[config.mk]
export PLATFORM = sky130hd
export DESIGN_NAME = ddc_out_framer
export DESIGN_NICKNAME = d
export VERILOG_FILES = /design/src/rtl/ddc_pkg.sv /design/src/rtl/ddc_out_reg.sv /design/src/rtl/ddc_out_framer.sv
export SDC_FILE = /design/constraint.sdc
export NUM_CORES = 1
export LEC_CHECK = 0
export ABC_CLOCK_PERIOD_IN_PS = 3950
export CORE_MARGIN = 3
export CORE_UTILIZATION = 51
export CTS_CLUSTER_SIZE = 24
export DETAILED_ROUTE_END_ITERATION = 10
export PLACE_DENSITY = 0.78
export SLEW_MARGIN = 20
export SYNTH_ARGS = -nofsm -noshare
export SYNTH_HDL_FRONTEND = slang
export SYNTH_HIERARCHICAL = 1
export SYNTH_SLANG_ARGS = --single-unit
[constraint.sdc]
create_clock -name ddc_clk -period 3.95 [get_ports ddc_clk]
set_clock_uncertainty 0.2 [all_clocks]
set_input_delay 0.79 -clock ddc_clk [delete_from_list [all_inputs] [get_ports ddc_clk]]
set_output_delay 0.79 -clock ddc_clk [all_outputs]
set_load 0.1 [all_outputs]
[src/rtl/ddc_pkg.sv]
// -----------------------------------------------------------------------------
// ddc_pkg
// Shared definitions for the DDC output framing stage.
//   framer_state_t : packet framer state (no packet open / packet open)
//   DDC_SAMPLE_W   : native sc16 sample width (I in [31:16], Q in [15:0])
// -----------------------------------------------------------------------------
package ddc_pkg;

    localparam int DDC_SAMPLE_W = 32;

    typedef enum logic {
        ST_IDLE = 1'b0,
        ST_PKT  = 1'b1
    } framer_state_t;

endpackage : ddc_pkg

[src/rtl/ddc_out_reg.sv]
// -----------------------------------------------------------------------------
// ddc_out_reg
// Single-entry output register for the framer: holds {tdata, tlast, teob, tlen}
// behind a valid/ready handshake. A synchronous clear empties the entry.
//
// Ports
//   clk, rst_n        : clock, asynchronous active-low reset
//   clear_i           : synchronous flush, drops the held beat
//   in_valid_i        : load request (already qualified by the caller)
//   in_data_i/last/eob/len_i : beat to load
//   in_ready_o        : entry can take a beat this cycle
//   out_valid_o       : entry holds a beat
//   out_data/last/eob/len_o : held beat, stable while out_valid_o && !out_ready_i
//   out_ready_i       : downstream takes the held beat
// -----------------------------------------------------------------------------
module ddc_out_reg #(
    parameter int DATA_W = 32,
    parameter int SPP_W  = 16
) (
    input  logic              clk,
    input  logic              rst_n,
    input  logic              clear_i,
    input  logic              in_valid_i,
    input  logic [DATA_W-1:0] in_data_i,
    input  logic              in_last_i,
    input  logic              in_eob_i,
    input  logic [SPP_W-1:0]  in_len_i,
    output logic              in_ready_o,
    output logic              out_valid_o,
    output logic [DATA_W-1:0] out_data_o,
    output logic              out_last_o,
    output logic              out_eob_o,
    output logic [SPP_W-1:0]  out_len_o,
    input  logic              out_ready_i
);

    logic              valid_q;
    logic [DATA_W-1:0] data_q;
    logic              last_q;
    logic              eob_q;
    logic [SPP_W-1:0]  len_q;
    logic              load;

    // The entry frees up in the same cycle the downstream takes it, so a
    // continuously ready sink sees one beat per cycle.
    assign in_ready_o = !valid_q || out_ready_i;
    assign load       = in_valid_i && in_ready_o;

    // NOTE: the payload register is reset as well as the valid bit, because
    // the outputs must read as zero out of reset, not just be marked invalid.
    always_ff @(posedge clk or negedge rst_n) begin
        if (!rst_n) begin
            // NOTE: sequential state uses non-blocking assignments so every
            // register samples its inputs from before the clock edge.
            valid_q <= 1'b0;
            data_q  <= '0;
            last_q  <= 1'b0;
            eob_q   <= 1'b0;
            len_q   <= '0;
        end else if (clear_i) begin
            // Clear wins over any pending handshake: the held beat is dropped.
            valid_q <= 1'b0;
            data_q  <= '0;
            last_q  <= 1'b0;
            eob_q   <= 1'b0;
            len_q   <= '0;
        end else if (load) begin
            valid_q <= 1'b1;
            data_q  <= in_data_i;
            last_q  <= in_last_i;
            eob_q   <= in_eob_i;
            len_q   <= in_len_i;
        end else if (out_ready_i) begin
            valid_q <= 1'b0;
        end
    end

    assign out_valid_o = valid_q;
    assign out_data_o  = data_q;
    assign out_last_o  = last_q;
    assign out_eob_o   = eob_q;
    assign out_len_o   = len_q;

endmodule : ddc_out_reg

[src/rtl/ddc_out_framer.sv]
// -----------------------------------------------------------------------------
// ddc_out_framer
// Cuts the decimated sc16 stream into packets of cfg_spp samples, closing a
// packet early on end-of-burst. Emits tlast, teob and the packet sample count
// (tlen) for the CHDR packetizer. One output register stage, 1-cycle latency.
//
// Ports
//   ddc_clk, ddc_rst_n : clock, asynchronous active-low reset
//   clear              : synchronous flush of the open packet and output beat
//   cfg_spp            : samples per packet (0 treated as 1), sampled at open
//   s_axis_*           : input sample stream (tdata, teob, tvalid, tready)
//   m_axis_*           : framed output (tdata, tlast, teob, tlen, tvalid, tready)
//                        teob/tlen are zero on non-last beats
//   stat_pkt_cnt       : packets completed        (only with DDC_FRAMER_STATS_EN)
//   stat_eob_cnt       : EOB packets completed    (only with DDC_FRAMER_STATS_EN)
//
// Optional feature macro: DDC_FRAMER_STATS_EN
// -----------------------------------------------------------------------------
module ddc_out_framer
    import ddc_pkg::*;
#(
    parameter int SPP_W  = 16,
    parameter int DATA_W = DDC_SAMPLE_W
) (
    input  logic              ddc_clk,
    input  logic              ddc_rst_n,
    input  logic              clear,
    input  logic [SPP_W-1:0]  cfg_spp,
    input  logic [DATA_W-1:0] s_axis_tdata,
    input  logic              s_axis_teob,
    input  logic              s_axis_tvalid,
    output logic              s_axis_tready,
    output logic [DATA_W-1:0] m_axis_tdata,
    output logic              m_axis_tlast,
    output logic              m_axis_teob,
    output logic [SPP_W-1:0]  m_axis_tlen,
    output logic              m_axis_tvalid,
    input  logic              m_axis_tready
`ifdef DDC_FRAMER_STATS_EN
    ,
    output logic [31:0]       stat_pkt_cnt,
    output logic [31:0]       stat_eob_cnt
`endif
);

    localparam logic [SPP_W-1:0] ONE = SPP_W'(1);

    framer_state_t    state_q, state_d;
    logic [SPP_W-1:0] cnt_q, cnt_d;
    logic [SPP_W-1:0] spp_q, spp_d;

    logic             reg_ready;
    logic             accept;
    logic [SPP_W-1:0] eff_spp;
    logic [SPP_W-1:0] cnt_inc;
    logic             pkt_end;
    logic [SPP_W-1:0] pkt_len;

    assign s_axis_tready = !clear && reg_ready;
    assign accept        = s_axis_tvalid && s_axis_tready;

    // A zero SPP would never hit the boundary; treat it as single-sample.
    assign eff_spp = (cfg_spp == '0) ? ONE : cfg_spp;
    assign cnt_inc = cnt_q + ONE;

    // NOTE: every signal driven here gets a default first, so no path leaves
    // a variable unassigned and no latch is inferred.
    always_comb begin
        state_d = state_q;
        cnt_d   = cnt_q;
        spp_d   = spp_q;
        pkt_end = 1'b0;
        pkt_len = '0;

        if (clear) begin
            state_d = ST_IDLE;
            cnt_d   = '0;
        end else if (accept) begin
            unique case (state_q)
                ST_IDLE: begin
                    spp_d = eff_spp;
                    if (eff_spp == ONE || s_axis_teob) begin
                        // Single-sample packet: opens and closes on this beat.
                        pkt_end = 1'b1;
                        pkt_len = ONE;
                        cnt_d   = '0;
                    end else begin
                        state_d = ST_PKT;
                        cnt_d   = ONE;
                    end
                end
                ST_PKT: begin
                    // cnt_inc counts the current sample as part of the packet.
                    if (cnt_inc == spp_q || s_axis_teob) begin
                        pkt_end = 1'b1;
                        pkt_len = cnt_inc;
                        state_d = ST_IDLE;
                        cnt_d   = '0;
                    end else begin
                        cnt_d   = cnt_inc;
                    end
                end
                default: begin
                    state_d = ST_IDLE;
                    cnt_d   = '0;
                end
            endcase
        end
    end

    always_ff @(posedge ddc_clk or negedge ddc_rst_n) begin
        if (!ddc_rst_n) begin
            state_q <= ST_IDLE;
            cnt_q   <= '0;
            spp_q   <= ONE;
        end else begin
            state_q <= state_d;
            cnt_q   <= cnt_d;
            spp_q   <= spp_d;
        end
    end

    ddc_out_reg #(
        .DATA_W (DATA_W),
        .SPP_W  (SPP_W)
    ) u_out_reg (
        .clk         (ddc_clk),
        .rst_n       (ddc_rst_n),
        .clear_i     (clear),
        .in_valid_i  (accept),
        .in_data_i   (s_axis_tdata),
        .in_last_i   (pkt_end),
        .in_eob_i    (pkt_end && s_axis_teob),
        .in_len_i    (pkt_len),
        .in_ready_o  (reg_ready),
        .out_valid_o (m_axis_tvalid),
        .out_data_o  (m_axis_tdata),
        .out_last_o  (m_axis_tlast),
        .out_eob_o   (m_axis_teob),
        .out_len_o   (m_axis_tlen),
        .out_ready_i (m_axis_tready)
    );

`ifdef DDC_FRAMER_STATS_EN
    logic [31:0] pkt_cnt_q;
    logic [31:0] eob_cnt_q;
    logic        last_hs;

    // A beat dropped by clear never completes its handshake.
    assign last_hs = m_axis_tvalid && m_axis_tready && !clear && m_axis_tlast;

    always_ff @(posedge ddc_clk or negedge ddc_rst_n) begin
        if (!ddc_rst_n) begin
            pkt_cnt_q <= '0;
            eob_cnt_q <= '0;
        end else if (last_hs) begin
            pkt_cnt_q <= pkt_cnt_q + 32'd1;
            if (m_axis_teob) begin
                eob_cnt_q <= eob_cnt_q + 32'd1;
            end
        end
    end

    assign stat_pkt_cnt = pkt_cnt_q;
    assign stat_eob_cnt = eob_cnt_q;
`endif

endmodule : ddc_out_framer

==> impl_results.md, run 1 <==
* # Max-Cap Violations at 0
* WL/cell at roughly 18 um
* Crit path capture type: register
* Proportion of layout cells with a drive suffix above 1 at ~11%
* Post-CTS setup buffers at 0
* Critical-path maximum fanout at 15
* Least-Margin Pin Slew at between 1 and 1.5 ns
* CP Launch Type: register
* CTS tree: yes
* Pins Over Slew Limit at 0
* CTS buffer count at 9
* Final ANT Viol Nets at 0
* Syn Nets at just under 600
* Gr ovfl total at 0
* Full die area at around 11000 sq um
* Initial antenna violation count at 0
* CP Class: reg2reg
* Mapped Avg Cell Area at just over 9 sq um
* Multiplexer area fraction after synthesis at less than 1%
* Slew Limit Headroom at 30.80%
* Core footprint at 9284 sq um
* Initial DRC count at 274
* Power consumption at 2176 uW
* Setup TNS at 0 ns
* Adder-cell share of the synthesized area at less than 1%
* H-tree Lvls at 3
* Min-delay worst type: in2async
* Fin crit period at 3.389 ns
* Synth async-reset ratio at 100.0%
* Chip Height at approximately 100 um
* First-pass GRT wire length at 22820 um
* CP arrival at 3.47 ns
* Post-synth top flop: dfrtp_1
* Clock slew at reported path FFs at ~0.10 ns
* RSZ-0062 raised after global routing: false
* Synth Area in Compound Gates at between 20% and 30%
* Final GP Congestion at 1.010
* DR vias at approximately 4300
* Ys Warns at 6
* Clock root cell: clkbuf_8
* Met2 GRT Util at between 30% and 40%
* Fmax achieved at approximately 300 MHz
* DR pass1 iterations at 5
* Final Cycle Share at 85.79%
* Mapped Cells at 530
* Number of synthesized flops with an enable pin at 0
* XOR/XNOR Fraction of Synth Area at just under 5%
* Layer with the highest usage: met2
* Die Wd at approximately 100 um
* Tot GR Track Use at ~26%
* Nets at between 600 and 700
* Outcome: complete, no violations
* Met1 Usage GRT at 36.59%
* I/O pin cnt at ~110
* Final Setup Violations at 0
* Half-perimeter wire length after placement at 9591 um
* Count of input and output buffers at between 100 and 150
* Commonest non-fill, non-tap cell in the layout: clkdlybuf4s50_1
* Diode count at 0
* Largest net degree at the start of global routing at between 100 and 150
* Leak Pwr at 0.002553 uW
* Post-cts sizing count at 0
* Initial Utilization at a little over half
* Final Routed Wirelength at around 14000 um
* Drt drc at 0
* Cts hold-fix bufs at 0
* Hold Fails Final Rpt at 0
* Required @ worst endpoint at about 4.0 ns
* Pwr dens at around 350 nW/um^2
* Num rows at 35
* Core Util, Final at 66.83%
* Worst vdd ir at about 0.18 mV
* Largest family of logic cells by synthesized area: compound AO/OA/AOI/OAI gates
* Commonest cells after routing, fill and taps aside: clkdlybuf4s50_1, dfrtp_1, nand3_1, a21oi_1, nand2_1
* Number of library cell types mapped by synthesis at 56
* Post-Synth Simple-Gate Area at about a fifth
* Vias in the first global route at around 4300
* Worst skew pair latency at between 0.3 and 0.4 ns
* Cell area after synthesis at about 5000 sq um
* CTS max path bufs at 2
* Routing usage on met3 at between 5 and 6%
* Vias per cell at 5.836
* Synthesized flop and latch total at 84
* Num Clock Sinks at 84
* Sequential area share after synthesis at between 40 and 50%
* Area growth, synth to finish at 26.51%
## path summary, 6_finish.rpt
kind	startpoint	end	slack, ns	cells after the start
worst max register to register	cnt_q[0]	u_out_reg/out_len_o[15]	0.56	10
max in group asynchronous	ddc_rst_n	spp_q[0]	2.51	2
worst min register to register	spp_q[0]	spp_q[0]	0.28	2
min in group ddc_clk	spp_q[0]	spp_q[0]	0.28	2
worst max-delay path	cnt_q[0]	u_out_reg/out_len_o[15]	0.56	10
worst min-delay path	ddc_rst_n	u_out_reg/out_data_o[23]	0.25	1
## power breakdown
part           internal (uW)  leakage [uW]  switching [uW]
Clock                    430      0.000121             345
Sequential               908       0.00113            48.7
Combinational            170       0.00130             275
Total                   1510       0.00255             669
## cell families after synthesis
logic type      after synthesis
compound gates              160
mux                           4
fa+ha+maj                     1
flops                        84
xor+xnor                     23
simple gates                198
buf+inv                      60
## routing by layer
layer	part of all wire, %	vias to the layer above
met5	0	-
met4	2.6	0
met3	5.4	26
met2	48	136
met1	44	2119
li1	-	2049
## synthesized netlist by cell type (3+ instances only)
cell type	instances	area, sq um
buf_2	25	125.1
nand3_1	68	340.3
buf_6	5	56.30
dfrtp_1	83	2077
nor3_1	5	25.02
o21ai_0	7	35.03
a211oi_1	3	22.52
nand4_1	7	43.79
nor2_1	20	75.07
a22o_1	6	52.55
o211ai_1	7	52.55
nor2b_1	7	43.79
xnor3_1	3	67.56
a21oi_1	61	305.3
a21bo_2	22	220.2
o21ba_2	4	40.04
clkbuf_1	19	71.32
mux2i_1	4	40.04
xnor2_1	16	140.1
xor2_1	4	35.03
or3_1	4	25.02
inv_1	10	37.54
nor4_1	7	43.79
a31oi_1	7	43.79
nand2_1	55	206.5
and3_1	8	50.05
a21bo_1	28	280.3
## sequential cells by signal, indices dropped and copies added, names as in the netlist
register and count:
u_out_reg/out_valid_o 1, spp_q 16, cnt_q 16, u_out_reg/out_last_o 1, u_out_reg/out_data_o 32, u_out_reg/out_len_o 16, u_out_reg/out_eob_o 1, state_q 1
## layout make-up
cell class                      instances  area (sq um)
Multi-Input combinational cell        386          2511
Clock buffer                           10         127.6
Inverter                               10         37.54
Clock inverter                          6         120.1
Timing Repair Buffer                  117          1144
Sequential cell                        84          2103
Tap cell                              129         161.4
Fill cell                             797          3079
## per-stage QoR
step / area [sq um] / instances / hold WS [ns] / setup WS (ns)
after floorplan: 4905 / 530 / 0.2417 / 0.2909
after global placement: 5957 / 726 / 0.2620 / 0.7054
after detailed placement: 5957 / 726 / 0.2693 / 0.6065
after CTS: 6205 / 742 / 0.2635 / 0.5713
after global routing: 6205 / 742 / 0.2737 / 0.2841
final: 6205 / 742 / 0.2458 / 0.5615
## worst max-delay path, cell delays in order, from the launching register on
cell       delay, ns
dfrtp_1         0.47
ha_1            0.28
nand3_1         0.25
or4_1           0.59
xnor2_1         0.18
nor4_1          0.23
nand4bb_1       0.17
a21o_1          0.38
o21ba_2         0.32
nand3_1         0.07
a21oi_1         0.18
Note: power is estimated with default switching activity, not from simulation.
==> inputs of run 2 (changes only) <==
CORE_MARGIN = 10   (was 3)
==> impl_results.md, run 2 (synthesis results as in run 1) <==
* Outcome: complete, no violations
* Cts hold-fix bufs at 0
* Worst vdd ir at roughly 0.18 mV
* Tot GR Track Use at a little under a fifth
* Fmax achieved at 292.0 MHz
* Drt drc at 0
* Crit path capture type: register
* H-tree Lvls at 3
* Fin worst setup slack at 0.5251 ns
* Pins Over Slew Limit at 0
* Final Routed Wirelength at 13560 um
* Delay-heaviest family, CP: simple AND/OR/NAND/NOR gates
* Cells along the critical path: ha_1, nand3_1, or4_1, xnor2_1, nor4_1, nand4bb_1, a21o_1, o21ba_2, nand3_1, a21oi_1
* Final ANT Viol Nets at 0
* Switching portion of total power at 32.31%
* Num Clock Sinks at between 80 and 90
* Gr ovfl total at 0
* Clock Power Share at a little under a third
* Leak Pwr at 0.002512 uW
* Initial Utilization at 52.83%
* DR pass1 iterations at 5
* Num rows at 35
* Final Cycle Share at approximately 87%
* Reg2reg end: u_out_reg/out_len_o[6]
* Initial antenna violation count at 0
* Vias in the first global route at between 4000 and 5000
* Non-Filler Instances at around 740
* Setup TNS at 0 ns
* CTS tree: yes
* RR Startpoint: cnt_q[0]
* Nets at 660
* Worst path slowest cell: or4_1
* Area growth, synth to finish at 25.10%
* CTS max path bufs at 2
* Fin crit period at between 3 and 4 ns
* Pre-CTS setup slack at just under 0.6 ns
* Count of input and output buffers at 105
* Power consumption at around 2000 uW
* WL/cell at 18.37 um
* WP buf/inv at 0
* Final Setup Violations at 0
* Hold Fails Final Rpt at 0
* Required @ worst endpoint at ~4 ns
* Slew Limit Headroom at between 30% and 40%
* Initial DRC count at ~420
* CTS buffer count at 9
* Flop pwr share at between 40% and 50%
* Most used cell, CP: nand3_1
* Core footprint at slightly above 9000 sq um
* Chip Height at roughly 120 um
* Vias per cell at ~5.8
* First-pass GRT wire length at approximately 22000 um
* RSZ-0062 raised after global routing: false
* CP Class: reg2reg
* Post-CTS setup buffers at 0
* Final hold slack at 0.2651 ns
* Post-cts sizing count at 0
* Min-delay worst type: in2async
* Net Switching at 655.3 uW
* Inst Count DP at ~720
* Commonest cells after routing, fill and taps aside: clkdlybuf4s50_1, dfrtp_1, nand3_1, a21oi_1, nand2_1
* Worst setup startpoint: cnt_q[0]
* R2R setup slack at approximately 0.53 ns
* Half-perimeter wire length after placement at roughly 9500 um
* CP arrival at ~3.5 ns
* Filler instances at 770
* Clock root cell: clkbuf_8
* # Max-Cap Violations at 0
* CP max stage delay at about 0.60 ns
* I/O pin cnt at ~110
* DR vias at about 4300
* Pwr dens at between 300 and 400 nW/um^2
* Int Pwr at approximately 1400 uW
* Full die area at roughly 14000 sq um
* Largest net degree at the start of global routing at ~100
* Worst skew pair latency at 0.36 ns
* Worst R2R Path Depth at 10
* Final GP Congestion at 0.9053
* Least-Margin Pin Slew at between 1 and 1.5 ns
* CP Launch Type: register
* WP depth at 10
* Die Wd at about 120 um
* Max FFs per register at 32
* Critical-path maximum fanout at 15
* Clock slew at reported path FFs at around 0.09 ns
* Proportion of layout cells with a drive suffix above 1 at 10.67%
* Diode count at 0
* Combinational share of power at between 20% and 30%
* Commonest non-fill, non-tap cell in the layout: clkdlybuf4s50_1
* CP endpoint: u_out_reg/out_len_o[6]
==> run 2: per-stage QoR <==
step / utilization (%) / area (sq um)
6_report: 66.09 / 6136
5_1_grt: 66.09 / 6136
4_1_cts: 66.05 / 6132
3_5_place_dp: 63.92 / 5934
3_3_place_gp: 63.92 / 5934
2_1_floorplan: - / 4905
==> run 2: cell type report <==
class | instances | area, sq um | share of cell area, %
Clock buffer | 9 | 123.9 | 2.019
Clock inverter | 6 | 73.82 | 1.203
Inverter | 10 | 37.54 | 0.6117
Multi-Input combinational cell | 386 | 2511 | 40.93
Sequential cell | 84 | 2103 | 34.28
Tap cell | 129 | 161.4 | 2.631
Timing Repair Buffer | 114 | 1125 | 18.33
==> run 2: worst min path at each step <==
stage | start | endpoint | cells past startpoint | slack, ns
floorplan | spp_q[0] | spp_q[0] | 2 | 0.24
global placement | spp_q[0] | spp_q[0] | 2 | 0.26
detailed placement | spp_q[0] | spp_q[0] | 2 | 0.27
CTS | spp_q[0] | spp_q[0] | 2 | 0.28
global route | spp_q[0] | spp_q[0] | 2 | 0.28
finish | ddc_rst_n | spp_q[10] | 1 | 0.27
==> run 2: power by group through the flow <==
stage / sequential (uW) / combinational [uW] / clock, uW
2_1_floorplan: 1070 / 185 / 0
3_3_place_gp: 969 / 435 / 0
3_5_place_dp: 970 / 441 / 0
4_1_cts: 953 / 443 / 645
5_1_grt: 959 / 472 / 687
6_report: 954 / 442 / 632
==> run 2: layer usage <==
metal | GRT usage, % | part of all wire, % | up-vias
li1 | - | - | 2051
met1 | 23.66 | 43 | 2098
met2 | 31.36 | 50 | 133
met3 | 3.645 | 5.4 | 16
met4 | 6.569 | 1.5 | 0
met5 | 0 | 0 | -
